File: config.mk
export PLATFORM = sky130hd
export DESIGN_NAME = mfp_ahb_sevenseg_scanner
export DESIGN_NICKNAME = d
export VERILOG_FILES = /design/src/rtl/mfp_ahb_sevenseg_scanner.sv
export SDC_FILE = /design/constraint.sdc
export NUM_CORES = 1
export LEC_CHECK = 0
export ABC_AREA = 1
export CORE_MARGIN = 2
export CORE_UTILIZATION = 55
export DETAILED_ROUTE_END_ITERATION = 7
export PLACE_DENSITY = 0.85
export SLEW_MARGIN = 20
export SYNTH_ARGS = -nofsm -noshare
export SYNTH_HDL_FRONTEND = slang
export SYNTH_SLANG_ARGS = --single-unit
File: constraint.sdc
create_clock -name HCLK -period 2.5 [get_ports HCLK]
set_input_delay 0.5 -clock HCLK [delete_from_list [all_inputs] [get_ports HCLK]]
set_output_delay 0.5 -clock HCLK [all_outputs]
set_load 0.05 [all_outputs]
File: src/rtl/mfp_ahb_sevenseg_scanner.sv
// Eight-digit seven-segment scan driver with frame-synchronous double buffering.
// Optional blink support is enabled by defining SEVENSEG_BLINK_EN.
module mfp_ahb_sevenseg_scanner #(
  parameter int unsigned SCAN_DIV     = 4096,
  parameter int unsigned BLANK_CYC    = 16,
  parameter int unsigned BLINK_FRAMES = 64
) (
  input  logic        HCLK,
  input  logic        HRESETn,
  input  logic        wr_en,
  input  logic [2:0]  wr_sel,
  input  logic [31:0] wr_data,
  output logic [5:0]  code,
  output logic [7:0]  anode,
  output logic [2:0]  digit_idx,
  output logic        frame_done
);

  localparam int unsigned CNT_W = (SCAN_DIV > 1) ? $clog2(SCAN_DIV) : 1;
  localparam int unsigned DIG_W = 5;

  // One complete display image; pending and active copies share this layout.
  typedef struct packed {
`ifdef SEVENSEG_BLINK_EN
    logic [7:0]            blink;
`endif
    logic [7:0]            en;
    logic [7:0]            dp;
    logic [7:0][DIG_W-1:0] dig;
  } regs_t;

  regs_t            pend_q, pend_d;
  regs_t            act_q, act_d;
  logic [CNT_W-1:0] slot_q, slot_d;
  logic [2:0]       idx_q, idx_d;
  logic [5:0]       code_q, code_d;
  logic [7:0]       anode_q, anode_d;
  logic             frame_done_q, frame_done_d;
  logic             slot_wrap_c;
  logic             commit_c;
  logic             lit_c;
  logic             unused_wr_data_c;

`ifdef SEVENSEG_BLINK_EN
  localparam int unsigned FC_W = (BLINK_FRAMES > 1) ? $clog2(BLINK_FRAMES) : 1;

  logic [FC_W-1:0] fcnt_q, fcnt_d;
  logic            phase_q, phase_d;
`else
  localparam int unsigned unused_blink_frames_c = BLINK_FRAMES;
`endif

  assign unused_wr_data_c = ^wr_data[31:20];

  // Next-state logic: register writes, scan counters, commit and output image.
  always_comb begin
    pend_d       = pend_q;
    act_d        = act_q;
    slot_d       = slot_q;
    idx_d        = idx_q;
    frame_done_d = 1'b0;
    code_d       = code_q;
    anode_d      = 8'hFF;
    lit_c        = 1'b0;
    slot_wrap_c  = 1'b0;
    commit_c     = 1'b0;
`ifdef SEVENSEG_BLINK_EN
    fcnt_d       = fcnt_q;
    phase_d      = phase_q;
`endif

    if (wr_en) begin
      case (wr_sel)
        3'd0: pend_d.en = wr_data[7:0];
        3'd1: begin
          pend_d.dig[0] = wr_data[4:0];
          pend_d.dig[1] = wr_data[9:5];
          pend_d.dig[2] = wr_data[14:10];
          pend_d.dig[3] = wr_data[19:15];
        end
        3'd2: begin
          pend_d.dig[4] = wr_data[4:0];
          pend_d.dig[5] = wr_data[9:5];
          pend_d.dig[6] = wr_data[14:10];
          pend_d.dig[7] = wr_data[19:15];
        end
        3'd3: pend_d.dp = wr_data[7:0];
`ifdef SEVENSEG_BLINK_EN
        3'd4: pend_d.blink = wr_data[7:0];
`endif
        default: ;
      endcase
    end

    slot_wrap_c = (slot_q == CNT_W'(SCAN_DIV - 1));
    slot_d      = slot_wrap_c ? '0 : slot_q + CNT_W'(1);
    idx_d       = slot_wrap_c ? idx_q + 3'd1 : idx_q;
    commit_c    = slot_wrap_c && (idx_q == 3'd7);

    // Commit copies the pre-edge pending image; a same-edge write lands next frame.
    if (commit_c) begin
      act_d = pend_q;
    end
    frame_done_d = commit_c;

`ifdef SEVENSEG_BLINK_EN
    if (commit_c) begin
      if (fcnt_q == FC_W'(BLINK_FRAMES - 1)) begin
        fcnt_d  = '0;
        phase_d = ~phase_q;
      end else begin
        fcnt_d  = fcnt_q + FC_W'(1);
      end
    end
`endif

    // Outputs track the next-state slot so code changes during blanking.
    code_d = {~act_d.dp[idx_d], act_d.dig[idx_d]};
    lit_c  = act_d.en[idx_d];
`ifdef SEVENSEG_BLINK_EN
    if (phase_d && act_d.blink[idx_d]) begin
      lit_c = 1'b0;
    end
`endif
    if ((slot_d >= CNT_W'(BLANK_CYC)) && lit_c) begin
      anode_d = ~(8'd1 << idx_d);
    end
  end

  // State and output registers.
  always_ff @(posedge HCLK or negedge HRESETn) begin
    if (!HRESETn) begin
      pend_q       <= '0;
      act_q        <= '0;
      slot_q       <= '0;
      idx_q        <= 3'd0;
      code_q       <= 6'b100000;
      anode_q      <= 8'hFF;
      frame_done_q <= 1'b0;
`ifdef SEVENSEG_BLINK_EN
      fcnt_q       <= '0;
      phase_q      <= 1'b0;
`endif
    end else begin
      pend_q       <= pend_d;
      act_q        <= act_d;
      slot_q       <= slot_d;
      idx_q        <= idx_d;
      code_q       <= code_d;
      anode_q      <= anode_d;
      frame_done_q <= frame_done_d;
`ifdef SEVENSEG_BLINK_EN
      fcnt_q       <= fcnt_d;
      phase_q      <= phase_d;
`endif
    end
  end

  assign code       = code_q;
  assign anode      = anode_q;
  assign digit_idx  = idx_q;
  assign frame_done = frame_done_q;

endmodule

==> flow_summary.toml, run 1 <==
[sta]
setup_viol = 0
hold_ws_ns = 0.477
period_share_pct = 93.1
fin_crit_ns = 2.33
fmax_mhz = 430
finalSetupTns_ns = 0
max-slew-margin-rel_pct = 55.1
fin_skew_ns = 0.00868
worst_pin_slew_ns = 0.671
drv_slew = 0
finalHoldViolations = 0
grt_setup_unrepaired = "false"

[finish]
layout.cells.most_common = "nand2_1"
final_nets = 794
antenna_cells = 0
layout_common_cells = "nand2_1, dfrtp_1, inv_1, o21ai_0, clkdlybuf4s50_1"
area_growth_pct = 21.0
layout-drive-gt1-share_pct = 12.2
stdcell_count = 905
stdcell_area_um2 = 7330

[grt]
antenna_found_initial = 0
grt_max_degree = 67
grt_pass1_wl_mm = 23.1
track_usage_pct = 25.8
overflow = 0
grt_pass1_vias = 4870

[worst_setup_path]
critPathMaxFanout = 1
crit_type = "flip-flop to primary output"
endpoint = "code[5]"
rrSetupSlack_ns = 0.18
crit_start = "code[5]$_DFF_PN1_"
crit_chain = "clkdlybuf4s50_1"
cpMaxStageDelayCell = "clkdlybuf4s50_1"
critPathMaxStageDelay_ns = 0.79
crit_family = "buffers and inverters"
r2r_end = "code[4]$_DFF_PN0_"
r2r_start = "slot_q[0]$_DFF_PN0_"
path_depth = 1
cp-end-kind = "primary output"
path_buf_inv = 1
critPathArrivalTime_ns = 1.83
worstPathRequired_ns = 2.00
start_kind = "flip-flop"
rr_worst_depth = 11

[clocking]
cts_max_level = 4
cts_made_buffers = 17
insertion_delay_ns = 0.53
root_buffer = "clkbuf_8"
cts_num_sinks = 142
cts.clk_slew.worst_paths_ns = 0.06
tritoncts = "built"
clk_path_buf_depth = 2

[power_and_ir_drop]
comb_power_share_pct = 5.0
switchingPower_mw = 1.24
pwr-share-seq_pct = 46.5
pwr-share-clk_pct = 48.5
p_int_mw = 4.30
ir_worst_vdd_v = 0.000418
leakagePower_nw = 3.86
powerDensity_nw_per_um2 = 756
switching_share_pct = 22.3

[job]
drv_cap = 0

[route]
postRouteAntennaNets = 0
wl_per_cell_um = 15.5
firstDrtPassIters = 5
viasPerCell = 5.34
drc = 0
initialDrtViolationCount = 290
via_count = 4834
routed_wl_mm = 14.0

[place]
dp.cells = 870
gp_congestion = 0.881
dp_hpwl_mm = 8.89
dpl_cell_area_um2 = 6650
port_buffers = 43

[die]
initial_core_util_pct = 56.1
die-area_um2 = 11900
fp.coreArea_um2 = 10800
rows = 38
die_h_um = 109
num_io_pins = 56
die_w_um = 109

[min_path]
hp-class = "flip-flop to flip-flop"

[run_status]
status = "complete, no violations"

[logic_synthesis]
synth_fp_nets = 743
ys.warnings.count = 0
yosys.area.top_type_share_pct = 55.0
synth_cell_type_count = 30
syn_inst = 701
ys_seq_area_share_pct = 58.9
synth_area_per_cell_um2 = 8.64
ys_top_cells_by_area = "dfrtp_1, nand2_1, o21ai_0"
synth_seq_cells = 142
synth_top_cell_by_area = "dfrtp_1"
syn_area_um2 = 6060
-- worst min-delay path by stage --
| stage | from | endpoint | slack, ns | cells past startpoint |
|---|---|---|---|---|
| after floorplan | HRESETn | act_q[0]$_DFF_PN0_ | 0.20 | 0 |
| after global placement | act_q[47]$_DFF_PN0_ | act_q[47]$_DFF_PN0_ | 0.46 | 2 |
| after detailed placement | act_q[47]$_DFF_PN0_ | act_q[47]$_DFF_PN0_ | 0.46 | 2 |
| after CTS | act_q[30]$_DFF_PN0_ | act_q[30]$_DFF_PN0_ | 0.48 | 2 |
| after global routing | act_q[49]$_DFF_PN0_ | act_q[49]$_DFF_PN0_ | 0.50 | 2 |
| final | act_q[47]$_DFF_PN0_ | act_q[47]$_DFF_PN0_ | 0.48 | 2 |
-- area by class of cell --
cell class              instances  area [um^2]
inverters                      73          274
repair buffers                 59          592
multi-input cells             459         2090
clock inverters                15          219
well taps                     140          175
clock buffers                  17          414
flip-flops and latches        142         3560
fillers                       808         3470
-- synth_stat cells (all sizes together) --
cell / n
a21oi: 1
a22oi: 3
a31oi: 1
buf: 16
clkbuf: 11
dfrtp: 133
dfstp: 9
ha: 4
inv: 73
nand2: 285
nand3: 17
nand3b: 1
nand4: 21
nor2: 41
nor3: 3
o21ai: 70
or2: 9
xor2: 3
-- per-stage QoR --
stage / power [mW] / setup WS, ns / utilization, %
finish: 5.54 / 0.173 / 67.9
global route: 5.72 / 0.0209 / 67.9
CTS: 5.55 / 0.101 / 67.6
detailed placement: 2.88 / 0.131 / 61.7
global placement: 2.85 / 0.233 / 61.7
floorplan: 2.72 / 0.422 / -
-- state kept, by name, indices dropped and copies added (netlist names) --
name,flops
act_q,56
frame_done,1
anode,8
pend_q,56
code,6
digit_idx,3
slot_q,12
-- timing repair --
action	CTS	global route
hold endpoints to repair	55	0
hold buffers	1	0
endpoints found under the setup margin	0	9
resized for setup	0	3
buffers inserted	0	2
-- metal layers --
layer  track usage [%]  part of all wire (%)  vias to the layer above
li1                  -                     -                     2287
met1              32.4                    42                     2339
met2              42.5                    50                      167
met3              5.50                   5.1                       41
met4              12.8                   3.1                        0
met5                 0                     0                        -
-- power by group through the flow --
| stage | clock network, mW | logic [mW] | registers (mW) |
|---|---|---|---|
| global placement | 0 | 0.253 | 2.59 |
| CTS | 2.70 | 0.282 | 2.57 |
| global route | 2.81 | 0.321 | 2.59 |
| floorplan | 0 | 0.142 | 2.57 |
| finish | 2.69 | 0.276 | 2.57 |
| detailed placement | 0 | 0.272 | 2.60 |
-- cell families (layout without fill, tap and decap cells) --
kind of cell | count (synthesis) | after routing | synth area share [%]
compound gates | 75 | 75 | 6.40
simple gates | 377 | 377 | 26.5
xor+xnor | 3 | 3 | 0.434
flops | 142 | 142 | 58.9
fa+ha+maj | 4 | 4 | 0.826
buf+inv | 100 | 164 | 6.98
(Power assumes the default switching activity.)
==> run 2: changes to the inputs <==
--- a/config.mk
+++ b/config.mk
@@ -10,6 +10,7 @@
 export CORE_UTILIZATION = 55
 export DETAILED_ROUTE_END_ITERATION = 7
 export PLACE_DENSITY = 0.85
+export SETUP_SLACK_MARGIN = 0.1
 export SLEW_MARGIN = 20
 export SYNTH_ARGS = -nofsm -noshare
 export SYNTH_HDL_FRONTEND = slang
==> run 2 against run 1 <==
First-iteration DRC count increased by 2.8%. Combinational power about the same. Routed wire length increased by 1.8%. Non-clock buffer count increased by 5. Setup slack got worse by 0.0039 ns. Maximum frequency decreased by 0.17%. Critical path type unchanged. Highest routed layer unchanged.
==> flow_summary.toml, run 2 (synthesis results as in run 1) <==
[run_status]
status = "complete, no violations"

[grt]
grt_pass1_wl_mm = 23.1
grtUsageMet3_pct = 5.50
grt_max_degree = 67
overflow = 0
antenna_found_initial = 0
gr-max-usage-layer = "met2"
grt_pass1_vias = 4870
gr-usage-met2_pct = 42.5
use_met1_pct = 32.4
track_usage_pct = 25.8

[place]
dpl_cell_area_um2 = 6650
dp.cells = 870
dp_hpwl_mm = 8.89
port_buffers = 43
gp_congestion = 0.881

[clocking]
root_buffer = "clkbuf_8"
cts.clk_slew.worst_paths_ns = 0.06
tritoncts = "built"
cts_made_buffers = 17
cts_max_level = 4
insertion_delay_ns = 0.53
cts_num_sinks = 142
clk_path_buf_depth = 2

[worst_setup_path]
crit_type = "flip-flop to primary output"
path_buf_inv = 1
critPathMaxFanout = 1
critPathArrivalTime_ns = 1.83
cp-end-kind = "primary output"
critPathMaxStageDelay_ns = 0.79
start_kind = "flip-flop"
crit_family = "buffers and inverters"
worstPathRequired_ns = 2.00
crit_chain = "clkdlybuf4s50_1"
cpMaxStageDelayCell = "clkdlybuf4s50_1"

[sta]
fin_crit_ns = 2.33
hold_ws_ns = 0.476
grt_setup_unrepaired = "false"
finalHoldViolations = 0
period_share_pct = 93.2
finalSetupTns_ns = 0
drv_slew = 0
setup_viol = 0
max-slew-margin-rel_pct = 54.3
worst_pin_slew_ns = 0.684
fmax_mhz = 429
fin_skew_ns = 0.00670

[finish]
final_nets = 799
stdcell_count = 910
antenna_cells = 0
top_regs = "act_q: 56 flops, pend_q: 56 flops, slot_q: 12 flops"
stdcell_area_um2 = 7390
layout-drive-gt1-share_pct = 12.7
final_core_utilization_pct = 68.4
layout.cells.most_common = "nand2_1"
layout_common_cells = "nand2_1, dfrtp_1, inv_1, o21ai_0, clkdlybuf4s50_1"
area_growth_pct = 22.0

[die]
die_w_um = 109
fp.coreArea_um2 = 10800
num_io_pins = 56
die_h_um = 109
die-area_um2 = 11900
initial_core_util_pct = 56.1
rows = 38

[route]
initialDrtViolationCount = 298
viasPerCell = 5.34
routed_wl_mm = 14.3
firstDrtPassIters = 5
drc = 0
via_count = 4860
wl_per_cell_um = 15.7
postRouteAntennaNets = 0

[power_and_ir_drop]
leakagePower_nw = 3.90
powerDensity_nw_per_um2 = 751
ir_worst_vdd_v = 0.000417

[job]
drv_cap = 0

[min_path]
hp-class = "flip-flop to flip-flop"
run 2: cell count changes in the layout (fill, tap and decap cells not counted):
cell     change
buf_4        +4
buf_6        +1
inv_2        -1
inv_4        +1
nand2_2      -2
nand2_4      +2
nor2_2       -1
nor2_4       +1
run 2: final cells by class:
cell class	count	area (um^2)
clock inverters	15	219
repair buffers	64	633
multi-input cells	459	2100
inverters	73	277
flip-flops and latches	142	3560
clock buffers	17	414
fillers	797	3410
well taps	140	175
run 2: repair_timing:
action,in CTS,in global routing
endpoints found under the hold margin,55,0
hold buffers,1,0
setup buffers,0,7
resized for setup,0,9
endpoints found under the setup margin,0,13
run 2: stage by stage:
stage | worst slack, ns | power [mW]
after floorplan | 0.422 | 2.72
after global placement | 0.233 | 2.85
after detailed placement | 0.131 | 2.88
after CTS | 0.101 | 5.55
after global routing | 0.0709 | 5.72
final | 0.169 | 5.55
run 2: routing by layer:
metal | up-vias | wire length, um
met4 | 0 | 327
met2 | 176 | 7230
li1 | 2299 | -
met5 | - | 0
met3 | 32 | 786
met1 | 2353 | 5920
run 2: report_power, final:
group	total (mW)	internal [mW]	switching (mW)
clock	2.70	1.72	0.978
sequential	2.57	2.47	0.103
combinational	0.279	0.112	0.166
run 2: final timing paths:
path | from | to | slack, ns | cells after the start
hold / removal | act_q[47]$_DFF_PN0_ | act_q[47]$_DFF_PN0_ | 0.48 | 2
min in group asynchronous | HRESETn | digit_idx[0]$_DFF_PN0_ | 0.52 | 2
setup / recovery | anode[7]$_DFF_PN1_ | anode[7] | 0.17 | 1
hold reg to reg | act_q[47]$_DFF_PN0_ | act_q[47]$_DFF_PN0_ | 0.48 | 2
setup reg to reg | slot_q[0]$_DFF_PN0_ | code[4]$_DFF_PN0_ | 0.21 | 14
max in group asynchronous | HRESETn | pend_q[34]$_DFFE_PN0P_ | 1.21 | 3
